## src/rtl/ie_opa_stage.sv

```systemverilog
// ie_opa_stage: registered operand-A select (rs1 / PC / zero / PC+4) with valid/ready handshake.
// Define IE_OPA_FWD_EN to enable EX/MEM forwarding and the saturating forward-event counter.
module ie_opa_stage #(
    parameter int XLEN   = 32,
    parameter int ADDR_W = 11,
    parameter int REG_AW = 5,
    parameter int CNT_W  = 16
) (
    input  logic              clk,
    input  logic              rst_n,
    input  logic              in_valid,
    output logic              in_ready,
    input  logic [1:0]        sel,
    input  logic [REG_AW-1:0] rs1_addr,
    input  logic [XLEN-1:0]   rs1_value,
    input  logic [ADDR_W-1:0] pc,
    input  logic              ex_wr_en,
    input  logic [REG_AW-1:0] ex_rd,
    input  logic [XLEN-1:0]   ex_result,
    input  logic              mem_wr_en,
    input  logic [REG_AW-1:0] mem_rd,
    input  logic [XLEN-1:0]   mem_result,
    input  logic              flush,
    output logic              out_valid,
    input  logic              out_ready,
    output logic [XLEN-1:0]   opa,
    output logic [1:0]        fwd_src,
    output logic [CNT_W-1:0]  fwd_count,
    input  logic              clr_count
);
    localparam logic ST_EMPTY = 1'b0;
    localparam logic ST_FULL  = 1'b1;

    logic              r_state;
    logic              w_state_nxt;
    logic              w_xfer;
    logic              w_ex_hit;
    logic              w_mem_hit;
    logic [XLEN-1:0]   w_pc_ext;
    logic [XLEN-1:0]   w_sel_val;
    logic [1:0]        w_sel_src;
    logic [XLEN-1:0]   r_opa;
    logic [1:0]        r_fwd_src;

    assign w_pc_ext = XLEN'(pc);
    assign in_ready = (r_state == ST_EMPTY) || out_ready;
    // A flush suppresses capture even though in_ready still reports acceptance.
    assign w_xfer   = in_valid && in_ready && !flush;

`ifdef IE_OPA_FWD_EN
    assign w_ex_hit  = ex_wr_en  && (ex_rd  == rs1_addr) && (rs1_addr != {REG_AW{1'b0}});
    assign w_mem_hit = mem_wr_en && (mem_rd == rs1_addr) && (rs1_addr != {REG_AW{1'b0}});
`else
    logic w_unused_fwd;
    assign w_ex_hit     = 1'b0;
    assign w_mem_hit    = 1'b0;
    assign w_unused_fwd = ^{ex_wr_en, ex_rd, ex_result, mem_wr_en, mem_rd, mem_result,
                            clr_count, rs1_addr};
`endif

    // Operand select with EX-over-MEM forwarding priority
    always_comb begin
        w_sel_val = {XLEN{1'b0}};
        w_sel_src = 2'd0;
        case (sel)
            2'd0: begin
                if (w_ex_hit) begin
                    w_sel_val = ex_result;
                    w_sel_src = 2'd1;
                end else if (w_mem_hit) begin
                    w_sel_val = mem_result;
                    w_sel_src = 2'd2;
                end else begin
                    w_sel_val = rs1_value;
                    w_sel_src = 2'd0;
                end
            end
            2'd1:    w_sel_val = w_pc_ext;
            2'd2:    w_sel_val = {XLEN{1'b0}};
            2'd3:    w_sel_val = w_pc_ext + XLEN'(32'd4);
            default: w_sel_val = {XLEN{1'b0}};
        endcase
    end

    // State register
    always_ff @(posedge clk or negedge rst_n) begin
        if (!rst_n) begin
            r_state <= ST_EMPTY;
        end else begin
            r_state <= w_state_nxt;
        end
    end

    // Next-state logic; flush dominates every handshake event
    always_comb begin
        w_state_nxt = r_state;
        case (r_state)
            ST_EMPTY: begin
                if (w_xfer) w_state_nxt = ST_FULL;
                else        w_state_nxt = ST_EMPTY;
            end
            ST_FULL: begin
                if (flush)          w_state_nxt = ST_EMPTY;
                else if (w_xfer)    w_state_nxt = ST_FULL;
                else if (out_ready) w_state_nxt = ST_EMPTY;
                else                w_state_nxt = ST_FULL;
            end
            default: w_state_nxt = ST_EMPTY;
        endcase
    end

    // Output decode from the state register
    always_comb begin
        out_valid = (r_state == ST_FULL);
    end

    // Operand and forward-source registers; hold unless a transfer occurs
    always_ff @(posedge clk or negedge rst_n) begin
        if (!rst_n) begin
            r_opa     <= {XLEN{1'b0}};
            r_fwd_src <= 2'd0;
        end else if (w_xfer) begin
            r_opa     <= w_sel_val;
            r_fwd_src <= w_sel_src;
        end
    end

    assign opa     = r_opa;
    assign fwd_src = r_fwd_src;

`ifdef IE_OPA_FWD_EN
    logic [CNT_W-1:0] r_fwd_count;

    // Saturating forward-event counter; clear wins over increment
    always_ff @(posedge clk or negedge rst_n) begin
        if (!rst_n) begin
            r_fwd_count <= {CNT_W{1'b0}};
        end else if (clr_count) begin
            r_fwd_count <= {CNT_W{1'b0}};
        end else if (w_xfer && (w_sel_src != 2'd0) && (r_fwd_count != {CNT_W{1'b1}})) begin
            r_fwd_count <= r_fwd_count + {{(CNT_W-1){1'b0}}, 1'b1};
        end
    end

    assign fwd_count = r_fwd_count;
`else
    assign fwd_count = {CNT_W{1'b0}};
`endif

endmodule

```

## config.mk

```make
export PLATFORM = sky130hd
export DESIGN_NAME = ie_opa_stage
export DESIGN_NICKNAME = d
export VERILOG_FILES = /design/src/rtl/ie_opa_stage.sv
export SDC_FILE = /design/constraint.sdc
export NUM_CORES = 1
export LEC_CHECK = 0
export BUFFER_PORTS_ARGS = -buffer_cell sky130_fd_sc_hd__buf_2
export CAP_MARGIN = 20
export CORE_ASPECT_RATIO = 1.1
export CORE_MARGIN = 4
export CORE_UTILIZATION = 38
export CTS_CLUSTER_SIZE = 25
export DETAILED_ROUTE_END_ITERATION = 8
export PLACE_DENSITY = 0.87
export SYNTH_ARGS = -nofsm -noshare
export SYNTH_HDL_FRONTEND = slang
export SYNTH_SLANG_ARGS = --single-unit
```

## constraint.sdc

```tcl
create_clock -name clk -period 2.35 [get_ports clk]
set_input_delay 0.1175 -clock clk [delete_from_list [all_inputs] [get_ports clk]]
set_output_delay 0.1175 -clock clk [all_outputs]
set_load 0.05 [all_outputs]
```

==> flow_metrics.py, run 1 <==
metrics = {
    "run_status": {
        "status": "complete, no violations",
    },
    "layout": {
        "layout.nets": 410,
        "drive_above_1_share": 0.3705,
        "fillers": 423,
        "n_antenna_cell": 0,
        "area_delta_synth_final_pct": 29.06,
        "fin_area_sq_um": 2240,
    },
    "detailed_routing": {
        "drt_wl_total_microns": 4214,
        "antenna_left": 0,
        "drtIter0Drc": 27,
        "vias": 1558,
        "drc": 0,
        "avgRoutedWirePerCell_microns": 12.69,
        "firstDrtPassIters": 4,
        "vias_per_cell": 4.693,
    },
    "place": {
        "post-dp-hpwl_microns": 3349,
        "postPlaceCellArea_sq_um": 2113,
        "port_buffers": 83,
        "gp_congestion": 0.7620,
    },
    "run": {
        "cap_violations": 0,
    },
    "clock_network": {
        "cts_tree": "yes",
        "htree_levels": 2,
        "post_cts_resized": 0,
        "cts_buffers": 5,
        "insertion_delay_ns": 0.28,
        "root_buffer": "clkbuf_8",
        "clock_tree.buffer_depth": 2,
        "clock_sinks": 33,
        "clk_pin_slew_worst_paths_ns": 0.07,
    },
    "synthesis": {
        "synth.distinct_cells": 30,
        "netlist.top_cell.by_area": "dfrtp_1",
        "ys_ff_latch": 33,
        "synth_edf_count": 0,
        "synthFlopType": "dfrtp_1",
        "synth_cells": 195,
        "netlist_top_cells_area": "dfrtp_1, nand2_1, buf_4, nand3_1, nor2_1",
        "syn_area_per_cell_sq_um": 8.900,
        "synthArstFlopShare": 1.000,
        "synth_common_cells": "nand2_1, dfrtp_1, nand3_1",
        "yosysWarnings": 0,
        "yosysMostFrequentCell": "nand2_1",
        "synthesis.area_sq_um": 1735,
        "netlist.area_leader.share": 0.4758,
        "seq_area_frac_synth": 0.4758,
    },
    "timing": {
        "setup_viol": 0,
        "clock_skew_ns": 0.004877,
        "fin_crit_ns": 1.508,
        "rsz0062_at_grt": "false",
        "finalHoldViolCount": 0,
        "fmax_ghz": 0.6633,
        "fin_crit_sh": 0.6415,
        "max_slew_margin": 0.5204,
        "setup_tns_ns": 0,
        "worstMarginPinSlew_ns": 0.7193,
        "maxSlewViolCount": 0,
    },
    "power": {
        "power_density_nw_per_um2": 780.3,
        "total_leakage_power_nw": 1.241,
        "vdd_ir_drop_max_mv": 0.3304,
    },
    "worst_setup_path": {
        "worstPathMaxFanout": 33,
        "cp.required_ns": 2.55,
        "cp-end-kind": "flip-flop",
        "worstPathArrival_ns": 1.70,
        "crit_path_start_kind": "flip-flop",
        "worstSetupPathType": "flip-flop to flip-flop",
    },
    "global_routing": {
        "grtUsageTotal": 0.1536,
        "grt_pass1_wl_microns": 6920,
        "grt_max_degree": 34,
        "grt.overflow.total": 0,
        "grt_pass1_vias": 1533,
        "antenna_found_initial": 0,
    },
    "min_path": {
        "hold_class": "input pin to flip-flop",
    },
    "floorplanning": {
        "rows": 25,
        "die-height_microns": 78.88,
        "dieArea_sq_um": 5713,
        "fp.dieW_microns": 72.44,
        "start_util": 0.3991,
        "ios": 184,
        "core_area_sq_um": 4348,
    },
}
==> critical path: stages (launching register included) <==
cell and delay [ns]:
dfrtp_1 0.38, nor2b_4 0.14, nor3b_4 0.16, buf_4 0.34
nand2_1 0.19, o211ai_1 0.21
==> final timing paths <==
| path | from | end | slack, ns | cells after the start |
|---|---|---|---|---|
| min | flush | out_valid$_DFF_PN0_ | 0.05 | 2 |
| max in group asynchronous | rst_n | opa[15]$_DFFE_PN0P_ | 1.46 | 2 |
| min in group asynchronous | rst_n | opa[11]$_DFFE_PN0P_ | 0.43 | 2 |
| min reg2reg | opa[14]$_DFFE_PN0P_ | opa[14]$_DFFE_PN0P_ | 0.46 | 2 |
| max | out_valid$_DFF_PN0_ | opa[8]$_DFFE_PN0P_ | 0.84 | 5 |
| max reg2reg | out_valid$_DFF_PN0_ | opa[8]$_DFFE_PN0P_ | 0.84 | 5 |
==> per-stage QoR <==
step / setup WS (ns) / utilization / hold WS [ns] / power [W] / instances
floorplan: 0.5363 / - / -0.1781 / 0.001095 / 212
global placement: 0.8861 / 0.4860 / 0.2094 / 0.001216 / 323
detailed placement: 0.8127 / 0.4860 / 0.2189 / 0.001230 / 323
CTS: 0.8065 / 0.5151 / 0.04093 / 0.001772 / 332
global route: 0.7137 / 0.5151 / 0.05949 / 0.001839 / 332
finish: 0.8424 / 0.5151 / 0.05045 / 0.001748 / 332
==> final cells by class <==
cell class / instances / area [sq um] / area share
multi-input combinational: 149 / 778.2 / 0.3475
timing repair buffer: 87 / 447.9 / 0.2000
clock buffer: 7 / 86.33 / 0.03855
clock inverter: 1 / 30.03 / 0.01341
tap: 54 / 67.56 / 0.03017
sequential: 33 / 825.8 / 0.3687
inverter: 1 / 3.754 / 0.001676
==> cells by family (layout without fill, tap and decap cells) <==
kind of cell | count (synthesis) | in the layout | share of synthesized area
buf+inv | 30 | 96 | 0.1139
compound gates | 15 | 15 | 0.06128
xor+xnor | 6 | 6 | 0.03028
fa+ha+maj | 1 | 1 | 0.007209
flops | 33 | 33 | 0.4758
simple gates | 104 | 104 | 0.2790
mux | 5 | 5 | 0.03028
other cells | 1 | 18 | 0.002161
==> state kept, by name (all words and copies together) (netlist names) <==
register   cells
opa           32
out_valid      1
==> cells in the final DEF, fill, tap and decap left out, drive strengths merged <==
cell type,n
a21oi,4
buf,86
a31oi,1
clkbuf,7
nand3b,1
a221oi,4
nand3,25
o211ai,4
nor3,2
nor3b,2
inv,1
xor2,1
nand2,52
nand4,3
nor2b,2
mux2i,3
dlygate4sd3,1
dfrtp,33
conb,18
ha,1
bufinv,1
mux2,2
xnor2,5
o21ai,2
nor2,17
==> where the power goes <==
part	switching (W)	internal [W]	total, W	leakage, nW
Combinational	0.000427	0.000125	0.000553	0.755
Sequential	0.0000305	0.000631	0.000661	0.428
Clock	0.000189	0.000345	0.000534	0.0585
==> layer usage <==
metal / track usage / share of wire / vias up
met5: 0 / 0 / -
met4: 0.04428 / 0.0074 / 0
met3: 0.04177 / 0.11 / 4
met2: 0.2687 / 0.47 / 77
met1: 0.1828 / 0.41 / 704
li1: - / - / 773
==> repair_timing <==
action | 4_1_cts | 5_1_grt
hold endpoints to repair | 33 | 0
hold buffers | 1 | 0
buffers inserted | 0 | 0
Power figures use the tool's default switching activity.
==> run 2: changes to the inputs <==
--- a/config.mk
+++ b/config.mk
@@ -5,14 +5,15 @@
 export SDC_FILE = /design/constraint.sdc
 export NUM_CORES = 1
 export LEC_CHECK = 0
+export ABC_AREA = 1
 export BUFFER_PORTS_ARGS = -buffer_cell sky130_fd_sc_hd__buf_2
 export CAP_MARGIN = 20
 export CORE_ASPECT_RATIO = 1.1
 export CORE_MARGIN = 4
-export CORE_UTILIZATION = 38
+export CORE_UTILIZATION = 35
 export CTS_CLUSTER_SIZE = 25
 export DETAILED_ROUTE_END_ITERATION = 8
-export PLACE_DENSITY = 0.87
+export PLACE_DENSITY = 0.81
 export SYNTH_ARGS = -nofsm -noshare
 export SYNTH_HDL_FRONTEND = slang
 export SYNTH_SLANG_ARGS = --single-unit
==> constraint.sdc (replaced) <==
create_clock -name clk -period 1.5 [get_ports clk]
set_input_delay 0.075 -clock clk [delete_from_list [all_inputs] [get_ports clk]]
set_output_delay 0.075 -clock clk [all_outputs]
set_load 0.05 [all_outputs]
==> run 2 against run 1 <==
Compared with the run above:
- non-clock buffer count is 2 higher
- final cell count increased by 9.6%
- critical endpoint is now opa[4]$_DFFE_PN0P_
- global-route usage fell by 0.94 points
- routed wire length rose by 4.6%
==> flow_metrics.py, run 2 <==
metrics = {
    "run_status": {
        "status": "complete, no violations",
    },
    "synthesis": {
        "netlist.area_leader.share": 0.4797,
        "yosysMostFrequentCell": "nand2_1",
        "synth_common_cells": "nand2_1, dfrtp_1, o21ai_0",
        "syn_area_per_cell_sq_um": 7.790,
        "yosysWarnings": 0,
        "synthesis.area_sq_um": 1722,
        "synth_cells": 221,
        "seq_area_frac_synth": 0.4797,
        "synthArstFlopShare": 1.000,
        "netlist.top_cell.by_area": "dfrtp_1",
        "synth.distinct_cells": 22,
        "ys_ff_latch": 33,
        "netlist_top_cells_area": "dfrtp_1, nand2_1, buf_4, o21ai_0, a21oi_1",
        "synth_edf_count": 0,
        "synthFlopType": "dfrtp_1",
    },
    "worst_setup_path": {
        "cpPeakStageDelay_ns": 0.53,
        "r2r_start": "out_valid$_DFF_PN0_",
        "crit_path_start_kind": "input pin",
        "cp.required_ns": 1.66,
        "path_delay_family": "buffers and inverters",
        "worstPathMaxFanout": 11,
        "crit_top_cell": "a21oi_1",
        "crit_path_cell_trace": "dlygate4sd3_1 -> buf_2 -> nor2_1 -> nand2_2 -> buf_4 -> a21oi_1 -> a21oi_1",
        "worstPathArrival_ns": 1.49,
        "worstSetupPathType": "input pin to flip-flop",
        "crit_buf_inv": 3,
        "regToRegSetupSlack_ns": 0.24,
        "cpMaxStageDelayCell": "dlygate4sd3_1",
        "cp-end-kind": "flip-flop",
        "reg2regPathDepth": 6,
        "r2r-end": "opa[9]$_DFFE_PN0P_",
    },
    "floorplanning": {
        "ios": 184,
        "start_util": 0.3650,
        "dieArea_sq_um": 6106,
        "die-height_microns": 81.56,
        "rows": 26,
        "fp.dieW_microns": 74.87,
        "core_area_sq_um": 4717,
    },
    "clock_network": {
        "root_buffer": "clkbuf_8",
        "cts_tree": "yes",
        "postCtsSetupBuffers": 0,
        "cts_buffers": 5,
        "htree_levels": 2,
        "insertion_delay_ns": 0.27,
        "clk_pin_slew_worst_paths_ns": 0.07,
        "clock_sinks": 33,
        "clock_tree.buffer_depth": 2,
    },
    "layout": {
        "area_delta_synth_final_pct": 30.52,
        "final_cells": 364,
        "largest_reg_flops": 32,
        "drive_above_1_share": 0.3312,
        "n_antenna_cell": 0,
        "final_cell_mix": "buf_2, nand2_1, dfrtp_1, o21ai_0",
        "layout.nets": 440,
        "final_common_cell": "buf_2",
        "fillers": 472,
    },
    "timing": {
        "finalHoldViolCount": 0,
        "clock_skew_ns": 0.003050,
        "fin_crit_ns": 1.330,
        "whs_ns": 0.04468,
        "fin_crit_sh": 0.8868,
        "setup_tns_ns": 0,
        "setup_viol": 0,
        "worstMarginPinSlew_ns": 0.7115,
        "maxSlewViolCount": 0,
        "fmax_ghz": 0.7518,
        "rsz0062_at_grt": "false",
        "max_slew_margin": 0.5256,
    },
    "detailed_routing": {
        "drc": 0,
        "antenna_left": 0,
        "vias_per_cell": 4.635,
        "drtIter0Drc": 96,
        "avgRoutedWirePerCell_microns": 12.11,
        "vias": 1687,
        "firstDrtPassIters": 5,
        "drt_wl_total_microns": 4409,
    },
    "global_routing": {
        "grt.overflow.total": 0,
        "grtUsageTotal": 0.1442,
        "grt_pass1_vias": 1501,
        "antenna_found_initial": 0,
        "grt_pass1_wl_microns": 6831,
        "grt_max_degree": 36,
    },
    "run": {
        "cap_violations": 0,
    },
    "power": {
        "power_w": 0.002541,
        "total_leakage_power_nw": 1.216,
        "vdd_ir_drop_max_mv": 0.5146,
        "power_density_nw_per_um2": 1131,
    },
    "place": {
        "post-dp-hpwl_microns": 3464,
        "gp_congestion": 0.7717,
        "dp_cells": 354,
        "port_buffers": 83,
    },
    "min_path": {
        "min_from": "rs1_value[14]",
        "hold_depth": 3,
        "min_to": "opa[14]$_DFFE_PN0P_",
        "hold_class": "input pin to flip-flop",
    },
}
[run 2: cell count changes in the layout (fill, tap and decap cells not counted), sizes merged, moves of 4 or more]
cell | previous run | this run
a221oi | 4 | 0
o211ai | 4 | 0
nand2 | 52 | 61
a21oi | 4 | 18
nand3 | 25 | 16
inv | 1 | 15
o21ai | 2 | 25
xnor2 | 5 | 0
[run 2: how the worst max path moves through the flow]
stage                                    from                  to  slack [ns]  depth (start not counted)
final                                   flush  opa[4]$_DFFE_PN0P_        0.17                          7
after global routing                    flush  opa[4]$_DFFE_PN0P_        0.08                          7
after CTS                               flush  opa[4]$_DFFE_PN0P_        0.17                          7
after detailed placement  out_valid$_DFF_PN0_  opa[9]$_DFFE_PN0P_        0.25                          6
after global placement    out_valid$_DFF_PN0_  opa[9]$_DFFE_PN0P_        0.26                          6
after floorplan           out_valid$_DFF_PN0_  opa[9]$_DFFE_PN0P_        0.03                          6
[run 2: routing by layer]
| layer | part of all wire | global-route usage | up-vias |
|---|---|---|---|
| li1 | - | - | 849 |
| met1 | 0.45 | 0.2002 | 748 |
| met2 | 0.43 | 0.2204 | 88 |
| met3 | 0.11 | 0.02938 | 2 |
| met4 | 0.0073 | 0.05338 | 0 |
| met5 | 0 | 0 | - |
[run 2: where the power goes]
part	internal [W]	total (W)	leakage [nW]	switching [W]
clock	0.000320	0.000637	0.0439	0.000318
combinational	0.000197	0.000864	0.751	0.000668
sequential	0.000988	0.00104	0.422	0.0000517
[run 2: repair_timing]
| item | CTS | global route |
|---|---|---|
| hold buffers | 2 | 0 |
| endpoints found under the hold margin | 34 | 0 |
| resized for setup | 0 | 0 |
[run 2: kinds of logic (layout without fill, tap and decap cells)]
| kind of cell | after synthesis | after routing | synth area share |
|---|---|---|---|
| AOI/OAI and AO/OA | 47 | 47 | 0.1410 |
| adders and majority gates | 1 | 1 | 0.007266 |
| buffers and inverters | 42 | 112 | 0.1352 |
| DFF | 33 | 33 | 0.4797 |
| other | 1 | 18 | 0.002178 |
| and+or+nand+nor | 97 | 97 | 0.2347 |
[run 2: stage by stage]
stage,cell area [sq um],utilization,worst slack [ns]
2_1_floorplan,1789,-,0.02570
3_3_place_gp,2141,0.4538,0.2625
3_5_place_dp,2141,0.4538,0.2503
4_1_cts,2247,0.4764,0.1676
5_1_grt,2247,0.4764,0.07558
6_report,2247,0.4764,0.1698
[run 2: final cells by class]
| class | instances | area [sq um] | share of cell area |
|---|---|---|---|
| tap | 56 | 70.07 | 0.03118 |
| multi-input combinational | 163 | 729.5 | 0.3246 |
| sequential | 33 | 827.0 | 0.3680 |
| inverter | 15 | 56.30 | 0.02506 |
| timing repair buffer | 89 | 478.0 | 0.2127 |
| clock buffer | 5 | 68.82 | 0.03062 |
| clock inverter | 3 | 17.52 | 0.007795 |
[run 2: worst reg2reg max path, cell delays in order (launching register included)]
cell and delay (ns):
dfrtp_2 0.36, nand2_2 0.07, nand2_2 0.23, inv_2 0.17
or2_1 0.23, nand2_1 0.06, inv_1 0.04
==> run 3: changes to the inputs <==
--- a/config.mk
+++ b/config.mk
@@ -14,6 +14,7 @@
 export CTS_CLUSTER_SIZE = 25
 export DETAILED_ROUTE_END_ITERATION = 8
 export PLACE_DENSITY = 0.81
+export RECOVER_POWER = 50
 export SYNTH_ARGS = -nofsm -noshare
 export SYNTH_HDL_FRONTEND = slang
 export SYNTH_SLANG_ARGS = --single-unit
==> constraint.sdc (replaced) <==
create_clock -name clk -period 1.5 [get_ports clk]
set_input_delay 0.075 -clock clk [delete_from_list [all_inputs] [get_ports clk]]
set_output_delay 0.075 -clock clk [all_outputs]
set_load 0.01 [all_outputs]
==> run 3 against run 2 <==
Compared with the run above:
- routed wire length up 1.2%
- setup slack worse by 0.071 ns
- worst hold slack got worse by 0.0072 ns
- utilization is 0.24 points lower
- total power down 2.7%
- critical path depth decreased by 1
- largest cell class unchanged
- largest power group unchanged
==> flow_metrics.py, run 3 (same netlist as run 2, synthesis figures left out) <==
metrics = {
    "run_status": {
        "status": "complete, no violations",
    },
    "worst_setup_path": {
        "cp-end-kind": "flip-flop",
        "worstPathMaxFanout": 31,
        "crit_path_start_kind": "input pin",
        "worstSetupPathType": "input pin to flip-flop",
        "cp.required_ns": 1.68,
        "reg2regPathDepth": 4,
        "worstPathArrival_ns": 1.58,
    },
    "power": {
        "power_density_nw_per_um2": 1106,
        "vdd_ir_drop_max_mv": 0.5620,
        "total_leakage_power_nw": 1.117,
    },
    "clock_network": {
        "insertion_delay_ns": 0.28,
        "htree_levels": 2,
        "clock_sinks": 33,
        "postCtsSetupBuffers": 0,
        "cts_tree": "yes",
        "hold_buffers": 2,
        "root_buffer": "clkbuf_8",
        "cts_buffers": 5,
        "clk_pin_slew_worst_paths_ns": 0.07,
        "post_cts_resized": 0,
        "clock_tree.buffer_depth": 2,
    },
    "layout": {
        "largest_reg_flops": 32,
        "final_cells": 364,
        "area_delta_synth_final_pct": 29.87,
        "drive_above_1_share": 0.2143,
        "final_common_cell": "nand2_1",
        "layout.nets": 440,
        "fin_util": 0.4740,
        "n_antenna_cell": 0,
        "fillers": 475,
        "final_cell_mix": "nand2_1, buf_2, clkbuf_1, dfrtp_1, o21ai_0",
    },
    "global_routing": {
        "antenna_found_initial": 0,
        "grt_pass1_vias": 1554,
        "grt_max_degree": 34,
        "grt_pass1_wl_microns": 6893,
        "grtUsageTotal": 0.1476,
        "grt.overflow.total": 0,
    },
    "floorplanning": {
        "core_area_sq_um": 4717,
        "start_util": 0.3650,
        "ios": 184,
        "dieArea_sq_um": 6106,
        "rows": 26,
        "fp.dieW_microns": 74.87,
        "die-height_microns": 81.56,
    },
    "timing": {
        "setup_tns_ns": 0,
        "fin_crit_sh": 0.9339,
        "finalHoldViolCount": 0,
        "worstMarginPinSlew_ns": 0.8176,
        "clock_skew_ns": 0.004258,
        "setup_viol": 0,
        "fin_crit_ns": 1.401,
        "fmax_ghz": 0.7138,
        "max_slew_margin": 0.4550,
        "rsz0062_at_grt": "false",
        "maxSlewViolCount": 0,
    },
    "run": {
        "cap_violations": 0,
    },
    "place": {
        "dp_cells": 354,
        "post-dp-hpwl_microns": 3443,
        "gp_congestion": 0.7862,
        "port_buffers": 83,
    },
    "min_path": {
        "hold_depth": 3,
        "hold_class": "input pin to flip-flop",
    },
    "detailed_routing": {
        "drtIter0Drc": 139,
        "drt_wl_total_microns": 4462,
        "vias": 1664,
        "avgRoutedWirePerCell_microns": 12.26,
        "drc": 0,
        "vias_per_cell": 4.571,
        "antenna_left": 0,
        "firstDrtPassIters": 4,
    },
}
-- run 3: cell count changes in the layout (fill, tap and decap cells not counted), sizes merged --
cell | previous run | this run
bufinv | 0 | 2
buf | 87 | 52
clkbuf | 5 | 40
clkinvlp | 1 | 0
clkinv | 2 | 1
-- run 3: metal layers --
layer  wire length, microns  GRT usage
met1                   2005     0.1974
met2                   1891     0.2291
met3                    531    0.04529
met4                     34    0.04270
met5                      0          0
-- run 3: layout make-up --
type                    count  area (sq um)  share of cell area
multi-input cells         163         726.9              0.3251
flip-flops and latches     33         825.8              0.3693
well taps                  56         70.07             0.03134
inverters                  15         56.30             0.02518
repair buffers             89         422.9              0.1891
clock buffers               5         68.82             0.03078
clock inverters             3         65.06             0.02910
-- run 3: power breakdown --
part	switching (W)	leakage (nW)	internal (W)
clock network	0.000326	0.0681	0.000660
logic	0.000281	0.626	0.000164
registers	0.0000531	0.423	0.000987
-- run 3: final timing paths --
kind	start	end	slack [ns]
hold reg to reg	opa[20]$_DFFE_PN0P_	opa[20]$_DFFE_PN0P_	0.49
setup / recovery	flush	opa[18]$_DFFE_PN0P_	0.1
max in group asynchronous	rst_n	opa[16]$_DFFE_PN0P_	0.57
min in group asynchronous	rst_n	opa[30]$_DFFE_PN0P_	0.42
hold / removal	rs1_value[15]	opa[15]$_DFFE_PN0P_	0.04
setup reg to reg	out_valid$_DFF_PN0_	opa[18]$_DFFE_PN0P_	0.18
-- run 3: through the flow --
step / cell area [sq um] / hold slack (ns) / setup slack, ns / total power (W)
detailed placement: 2125 / 0.1846 / 0.1898 / 0.001525
global placement: 2125 / 0.1637 / 0.2266 / 0.001509
CTS: 2278 / 0.02862 / 0.09162 / 0.002527
finish: 2236 / 0.03750 / 0.09911 / 0.002472
global route: 2236 / 0.03729 / 0.009420 / 0.002612
floorplan: 1785 / -0.2206 / 0.3242 / 0.001321
-- run 3: critical path: stages --
cell,delay (ns)
dlygate4sd3_1,0.53
buf_2,0.13
nor2_1,0.13
nand2_2,0.20
buf_4,0.29
o21ai_0,0.22
